File: config.mk
export PLATFORM = sky130hd
export DESIGN_NAME = clock_ready_generator
export DESIGN_NICKNAME = d
export VERILOG_FILES = /design/src/rtl/clock_ready_generator_pkg.sv /design/src/rtl/cpu_clock_phase_counter.sv /design/src/rtl/clock_ready_generator.sv
export SDC_FILE = /design/constraint.sdc
export NUM_CORES = 1
export LEC_CHECK = 0
export ABC_CLOCK_PERIOD_IN_PS = 1500
export CAP_MARGIN = 20
export CORE_MARGIN = 2
export CORE_UTILIZATION = 57
export CTS_BUF_LIST = sky130_fd_sc_hd__clkbuf_4
export DETAILED_ROUTE_END_ITERATION = 12
export DONT_BUFFER_PORTS = 1
export GPL_TIMING_DRIVEN = 0
export MAX_ROUTING_LAYER = met4
export PLACE_DENSITY = 0.82
export SLEW_MARGIN = 20
export SYNTH_ARGS = -nofsm -noshare
export SYNTH_HDL_FRONTEND = slang
export SYNTH_SLANG_ARGS = --single-unit
File: constraint.sdc
create_clock -name clock -period 1.5 [get_ports clock]
set_input_delay 0.15 -clock clock [delete_from_list [all_inputs] [get_ports clock]]
set_output_delay 0.15 -clock clock [all_outputs]
set_load 0.01 [all_outputs]
File: src/rtl/clock_ready_generator_pkg.sv
// -----------------------------------------------------------------------------
// clock_ready_generator_pkg
//
// Shared constants and width helpers for the 8284A-style clock/ready generator
// and for any block that reuses its CPU clock phase counter.
// -----------------------------------------------------------------------------
package clock_ready_generator_pkg;

    // Legal parameter ceilings.
    localparam int CPU_CLOCK_DIVIDE_MAX = 16;
    localparam int IO_WAIT_STATES_MAX   = 7;
    localparam int RESET_HOLD_MAX       = 255;

    // Bits needed to hold values 0..max_value. Never returns less than 1, so a
    // zero maximum still yields a legal vector.
    function automatic int counter_width(input int max_value);
        return (max_value < 1) ? 1 : $clog2(max_value + 1);
    endfunction

    // Hold counter counts down from RESET_HOLD.
    function automatic int hold_counter_width(input int reset_hold);
        return counter_width(reset_hold);
    endfunction

    // Wait counter counts down from IO_WAIT_STATES.
    function automatic int wait_counter_width(input int wait_states);
        return counter_width(wait_states);
    endfunction

    // Phase counter spans 0..3*divide-1; 3*divide is never a power of two, so
    // $clog2 of the period always covers the last phase.
    function automatic int phase_counter_width(input int divide);
        return $clog2(3 * divide);
    endfunction

endpackage : clock_ready_generator_pkg

File: src/rtl/cpu_clock_phase_counter.sv
// -----------------------------------------------------------------------------
// cpu_clock_phase_counter
//
// Divides the system clock by 3*DIVIDE into a 33 %-duty CPU clock and decodes
// the one-cycle enable strobes that mark its rising and falling edges. Shared
// with the video timing path.
//
// Ports
//   clock_i              system clock
//   reset_i              synchronous, active-high reset
//   cpu_clock_o          registered CPU clock level (high for phases 2D..3D-1)
//   cpu_clock_posedge_o  high in the cycle whose ending edge raises cpu_clock_o
//   cpu_clock_negedge_o  high in the cycle whose ending edge drops cpu_clock_o
// -----------------------------------------------------------------------------
module cpu_clock_phase_counter
    import clock_ready_generator_pkg::*;
#(
    parameter int DIVIDE = 3
) (
    input  logic clock_i,
    input  logic reset_i,
    output logic cpu_clock_o,
    output logic cpu_clock_posedge_o,
    output logic cpu_clock_negedge_o
);

    localparam int PW = phase_counter_width(DIVIDE);

    localparam logic [PW-1:0] LAST_PHASE = PW'(3 * DIVIDE - 1);
    localparam logic [PW-1:0] RISE_PHASE = PW'(2 * DIVIDE - 1);
    localparam logic [PW-1:0] HIGH_START = PW'(2 * DIVIDE);

    logic [PW-1:0] phase_q, phase_d;
    logic          cpu_clock_q;

    assign phase_d = (phase_q == LAST_PHASE) ? '0 : phase_q + 1'b1;

    // NOTE: state registers use non-blocking assignments so every flop samples
    // the pre-edge values regardless of statement order.
    always_ff @(posedge clock_i) begin
        if (reset_i) begin
            phase_q     <= '0;
            cpu_clock_q <= 1'b0;
        end else begin
            phase_q     <= phase_d;
            // Registered from the next phase so the level lines up with the
            // phase it describes, not one cycle late.
            cpu_clock_q <= (phase_d >= HIGH_START);
        end
    end

    assign cpu_clock_o         = cpu_clock_q;
    assign cpu_clock_posedge_o = (phase_q == RISE_PHASE);
    assign cpu_clock_negedge_o = (phase_q == LAST_PHASE);

endmodule : cpu_clock_phase_counter

File: src/rtl/clock_ready_generator.sv
// -----------------------------------------------------------------------------
// clock_ready_generator
//
// Cycle-based 8284A equivalent: CPU clock and edge strobes, peripheral clock,
// synchronized CPU reset with hold-off, and READY with fixed I/O wait states.
//
// Ports
//   clock              system clock (only clock)
//   reset              synchronous, active-high reset
//   reset_request      system reset request (power-on / keyboard), active-high
//   external_ready     ready from slow peripherals, active-high
//   IOR_N, IOW_N       I/O command strobes from the bus arbiter, active-low
//   cpu_clock          CPU clock level
//   cpu_clock_posedge  strobe: cpu_clock rises at the end of this cycle
//   cpu_clock_negedge  strobe: cpu_clock falls at the end of this cycle
//   peripheral_clock   cpu_clock divided by two
//   cpu_reset          reset to the CPU, active-high
//   READY              ready to the CPU
// -----------------------------------------------------------------------------
module clock_ready_generator
    import clock_ready_generator_pkg::*;
#(
    parameter int CPU_CLOCK_DIVIDE = 3,
    parameter int IO_WAIT_STATES   = 1,
    parameter int RESET_HOLD       = 4
) (
    input  logic clock,
    input  logic reset,
    input  logic reset_request,
    input  logic external_ready,
    input  logic IOR_N,
    input  logic IOW_N,
    output logic cpu_clock,
    output logic cpu_clock_posedge,
    output logic cpu_clock_negedge,
    output logic peripheral_clock,
    output logic cpu_reset,
    output logic READY
);

    localparam int HW = hold_counter_width(RESET_HOLD);
    localparam int WW = wait_counter_width(IO_WAIT_STATES_MAX);

    localparam logic [HW-1:0] HOLD_LOAD = HW'(RESET_HOLD);
    localparam logic [WW-1:0] WAIT_LOAD = WW'(IO_WAIT_STATES);

    logic          pos_strobe, neg_strobe;
    logic          io_cmd, cmd_edge;

    logic [HW-1:0] hold_q, hold_d;
    logic [WW-1:0] wait_q, wait_d;
    logic          io_cmd_q;
    logic          rdy1_q;
    logic          ready_q;
    logic          cpu_reset_q;
    logic          peripheral_clock_q;

    cpu_clock_phase_counter #(
        .DIVIDE (CPU_CLOCK_DIVIDE)
    ) u_phase (
        .clock_i             (clock),
        .reset_i             (reset),
        .cpu_clock_o         (cpu_clock),
        .cpu_clock_posedge_o (pos_strobe),
        .cpu_clock_negedge_o (neg_strobe)
    );

    assign io_cmd   = ~IOR_N | ~IOW_N;
    // Only a 0->1 change between consecutive posedge samples counts, so a
    // command held across many CPU clocks inserts its wait states once.
    assign cmd_edge = pos_strobe & io_cmd & ~io_cmd_q;

    // NOTE: every combinational output gets a default first, so no path
    // leaves it unassigned and no latch is inferred.
    always_comb begin
        hold_d = hold_q;
        if (reset_request) begin
            hold_d = HOLD_LOAD;
        end else if (neg_strobe && (hold_q != '0)) begin
            hold_d = hold_q - 1'b1;
        end
    end

    // Load and decrement never coincide: the strobes are mutually exclusive.
    always_comb begin
        wait_d = wait_q;
        if (cmd_edge) begin
            wait_d = WAIT_LOAD;
        end else if (neg_strobe && (wait_q != '0)) begin
            wait_d = wait_q - 1'b1;
        end
    end

    always_ff @(posedge clock) begin
        if (reset) begin
            hold_q             <= HOLD_LOAD;
            wait_q             <= '0;
            io_cmd_q           <= 1'b0;
            rdy1_q             <= 1'b0;
            ready_q            <= 1'b0;
            cpu_reset_q        <= 1'b1;
            peripheral_clock_q <= 1'b0;
        end else begin
            hold_q <= hold_d;
            wait_q <= wait_d;

            if (pos_strobe) begin
                io_cmd_q <= io_cmd;
                rdy1_q   <= external_ready;
            end

            if (neg_strobe) begin
                peripheral_clock_q <= ~peripheral_clock_q;
                // Uses the post-decrement hold so cpu_reset drops on the
                // RESET_HOLD-th negedge strobe after the request releases.
                cpu_reset_q        <= (hold_d != '0) | reset_request;
                // The wait count as loaded at the preceding posedge is what
                // gates READY; it is decremented in the same cycle.
                ready_q            <= rdy1_q & (wait_q == '0);
            end
        end
    end

    assign cpu_clock_posedge = pos_strobe;
    assign cpu_clock_negedge = neg_strobe;
    assign peripheral_clock  = peripheral_clock_q;
    assign cpu_reset         = cpu_reset_q;
    assign READY             = ready_q;

endmodule : clock_ready_generator

==> flow_summary.ini <==
[critical_path]
crit_top_cell = ha_4
cp-end-kind = flip-flop
crit_chain = inv_2 > ha_4 > ha_4 > and3b_1 > a31oi_1 > nor4_1 > a21oi_1
worstPathArrival_ns = 1.63
crit_fanout = 2
r2r.worst_path.cells = 7
worstPathRequired_ns = 1.67
cp-start-kind = flip-flop
crit_slowest_cell = dfxtp_2
cp_slowest_stage_delay_ns = 0.35
crit_type = flip-flop to flip-flop

[yosys]
synth_nets = 95
synth_top_area_share_pct = 40.13
synthDistinctLibCells = 31
yosysMostFrequentCell = dfxtp_1
yosysWarnings = 0
synthArstFlopShare_pct = 0
synth_area_um2 = 798.3
synth_top_cells_by_count = dfxtp_1, ha_1, inv_1
yosysTopAreaCell = dfxtp_1
synth_ff_type = dfxtp_1
avgSynthCellArea_um2 = 9.855
ys_ff_latch = 16
synth_edf_count = 0
syn_inst = 81
synth.area.top_cells = dfxtp_1, ha_1, mux2i_1, a21oi_1, inv_1
synth-seq-area-share_pct = 40.13

[outcome]
status = finished, final reports clean

[place]
dpl_cell_area_um2 = 817.0
pre_cts_ws_ns = -0.06431
hpwl_um = 994.8
io_buffers = 0
gp_congestion = 0.7467
dp_cells = 96

[clock_tree]
numCtsBuffers = 3
clk_path_buf_depth = 2
cts_sinks = 16
htreeDepth = 1
tritoncts = yes
clk_pin_slew_ns = 0.09
cts_root_buf = clkbuf_4
clkLatencyLatePin_ns = 0.28

[sta]
skew_ns = 0.001250
final_max_slew_viol_count = 0
fmax_mhz = 686.5
setup_violations = 0
fin_tns_setup_ns = 0
fin_crit_ns = 1.457
timing.final.ws_setup_ns = 0.04324
max-slew-margin-rel_pct = 68.68
grt_setup_unrepaired = yes
finalHoldViolations = 0
whs_ns = 0.01319
worst_slew_pin_slew_ns = 0.4698
fin_crit_sh_pct = 97.12

[final_layout]
fin_area_mm2 = 0.001008
layout-drive-gt1-share_pct = 37.11
seq_area_um2 = 327.8
final_util_pct = 77.50
post_layout_nonfiller_instances = 112
syn2layout_area_growth_pct = 26.33
nFillCells = 90
multi_input_area_um2 = 484.2
n_antenna_cell = 0
nNetsFinal = 112

[floorplanning]
core_area_mm2 = 0.001301
ios = 12
die_x_um = 41.42
start_util_pct = 61.35
dieHeight_um = 41.42
num_rows = 13
die_area_mm2 = 0.001716

[global_routing]
overflow = 0
grt_pass1_vias = 583
grt_pass1_wl_um = 2511
grt_max_degree = 11
track_usage_pct = 19.22
antenna_found_initial = 0

[route]
viasPerCell = 5.563
wl_per_cell_um = 13.74
dr.pass1.iters = 4
routed_wl_um = 1539
drt_iter0_drc = 9
drc = 0
vias = 623
ant_nets = 0

[power_and_ir_drop]
power_density_mw_per_mm2 = 761.7
ir_drop_mv = 0.5574
cellLeakagePower_nw = 0.3981
power_mw = 0.7682

[job]
maxCapViolations = 0

[min_path]
hold_depth = 2
hold_class = input pin to flip-flop
-- metal layers --
metal | up-vias | track usage, % | share of wire, %
met5 | - | - | 0
met4 | 0 | 9.677 | 0.45
met3 | 2 | 4.783 | 4.5
met2 | 19 | 30.63 | 50
met1 | 289 | 22.34 | 45
li1 | 313 | - | -
-- cells by family after synthesis --
family | after synthesis | share of synthesized area [%]
adder cells (fa/ha/maj) | 8 | 12.54
XOR/XNOR | 2 | 2.195
AND/OR/NAND/NOR | 27 | 21.79
flip-flops | 16 | 40.13
buffers and inverters | 10 | 5.642
multiplexers | 5 | 6.896
AO/OA/AOI/OAI | 13 | 10.81
-- cells in the final DEF (no fill, tap or decap), types with 2 or more instances in the layout --
cell / count
mux2i_1: 4
inv_1: 3
nor2b_1: 2
clkbuf_4: 3
buf_4: 8
dlygate4sd3_1: 4
ha_4: 3
ha_1: 4
dfxtp_2: 3
xnor2_1: 2
nor2_1: 6
inv_2: 3
nor3_1: 4
a21oi_1: 5
dfxtp_1: 12
a31oi_1: 2
-- report_power, final --
part	internal (mW)	switching, mW
sequential	0.435	0.0113
combinational	0.0486	0.0406
clock	0.0965	0.136
total	0.580	0.188
-- path summary, 6_finish.rpt --
kind,startpoint,end,slack [ns]
worst max register to register,hold_q[0]$_SDFF_PP0_,cpu_reset$_SDFFE_PP1P_,0.04
worst min register to register,u_phase.phase_q[0]$_SDFF_PP0_,u_phase.phase_q[0]$_SDFF_PP0_,0.49
worst min-delay path,external_ready,rdy1_q$_SDFFE_PP0N_,0.01
worst max-delay path,hold_q[0]$_SDFF_PP0_,cpu_reset$_SDFFE_PP1P_,0.04
-- state kept, by name, indices dropped and copies added, names as in the netlist --
register	flops
rdy1_q	1
peripheral_clock	1
hold_q	3
cpu_reset	1
u_phase.phase_q	4
wait_q	3
READY	1
io_cmd_q	1
u_phase.cpu_clock_o	1
-- worst max-delay path: cells and delay by family (launching register included) --
kind | cells | cell delay (ns)
fa+ha+maj | 2 | 0.40
simple gates | 2 | 0.40
flops | 1 | 0.35
compound gates | 2 | 0.13
buf+inv | 1 | 0.05
-- final cells by class --
type | count | share of cell area, %
repair buffers | 12 | 9.926
clock buffers | 3 | 2.233
well taps | 15 | 1.861
multi-input cells | 55 | 48.01
inverters | 8 | 3.598
plain buffers | 2 | 1.489
flip-flops and latches | 16 | 32.51
clock inverters | 1 | 0.3722
-- what timing repair did --
action,CTS,global route
pin swaps,1,8
endpoints found under the setup margin,7,9
hold buffers,4,0
gates resized for setup,6,15
hold endpoints to repair,8,0
buffers inserted,1,7
Note: power is estimated with default switching activity, not from simulation.
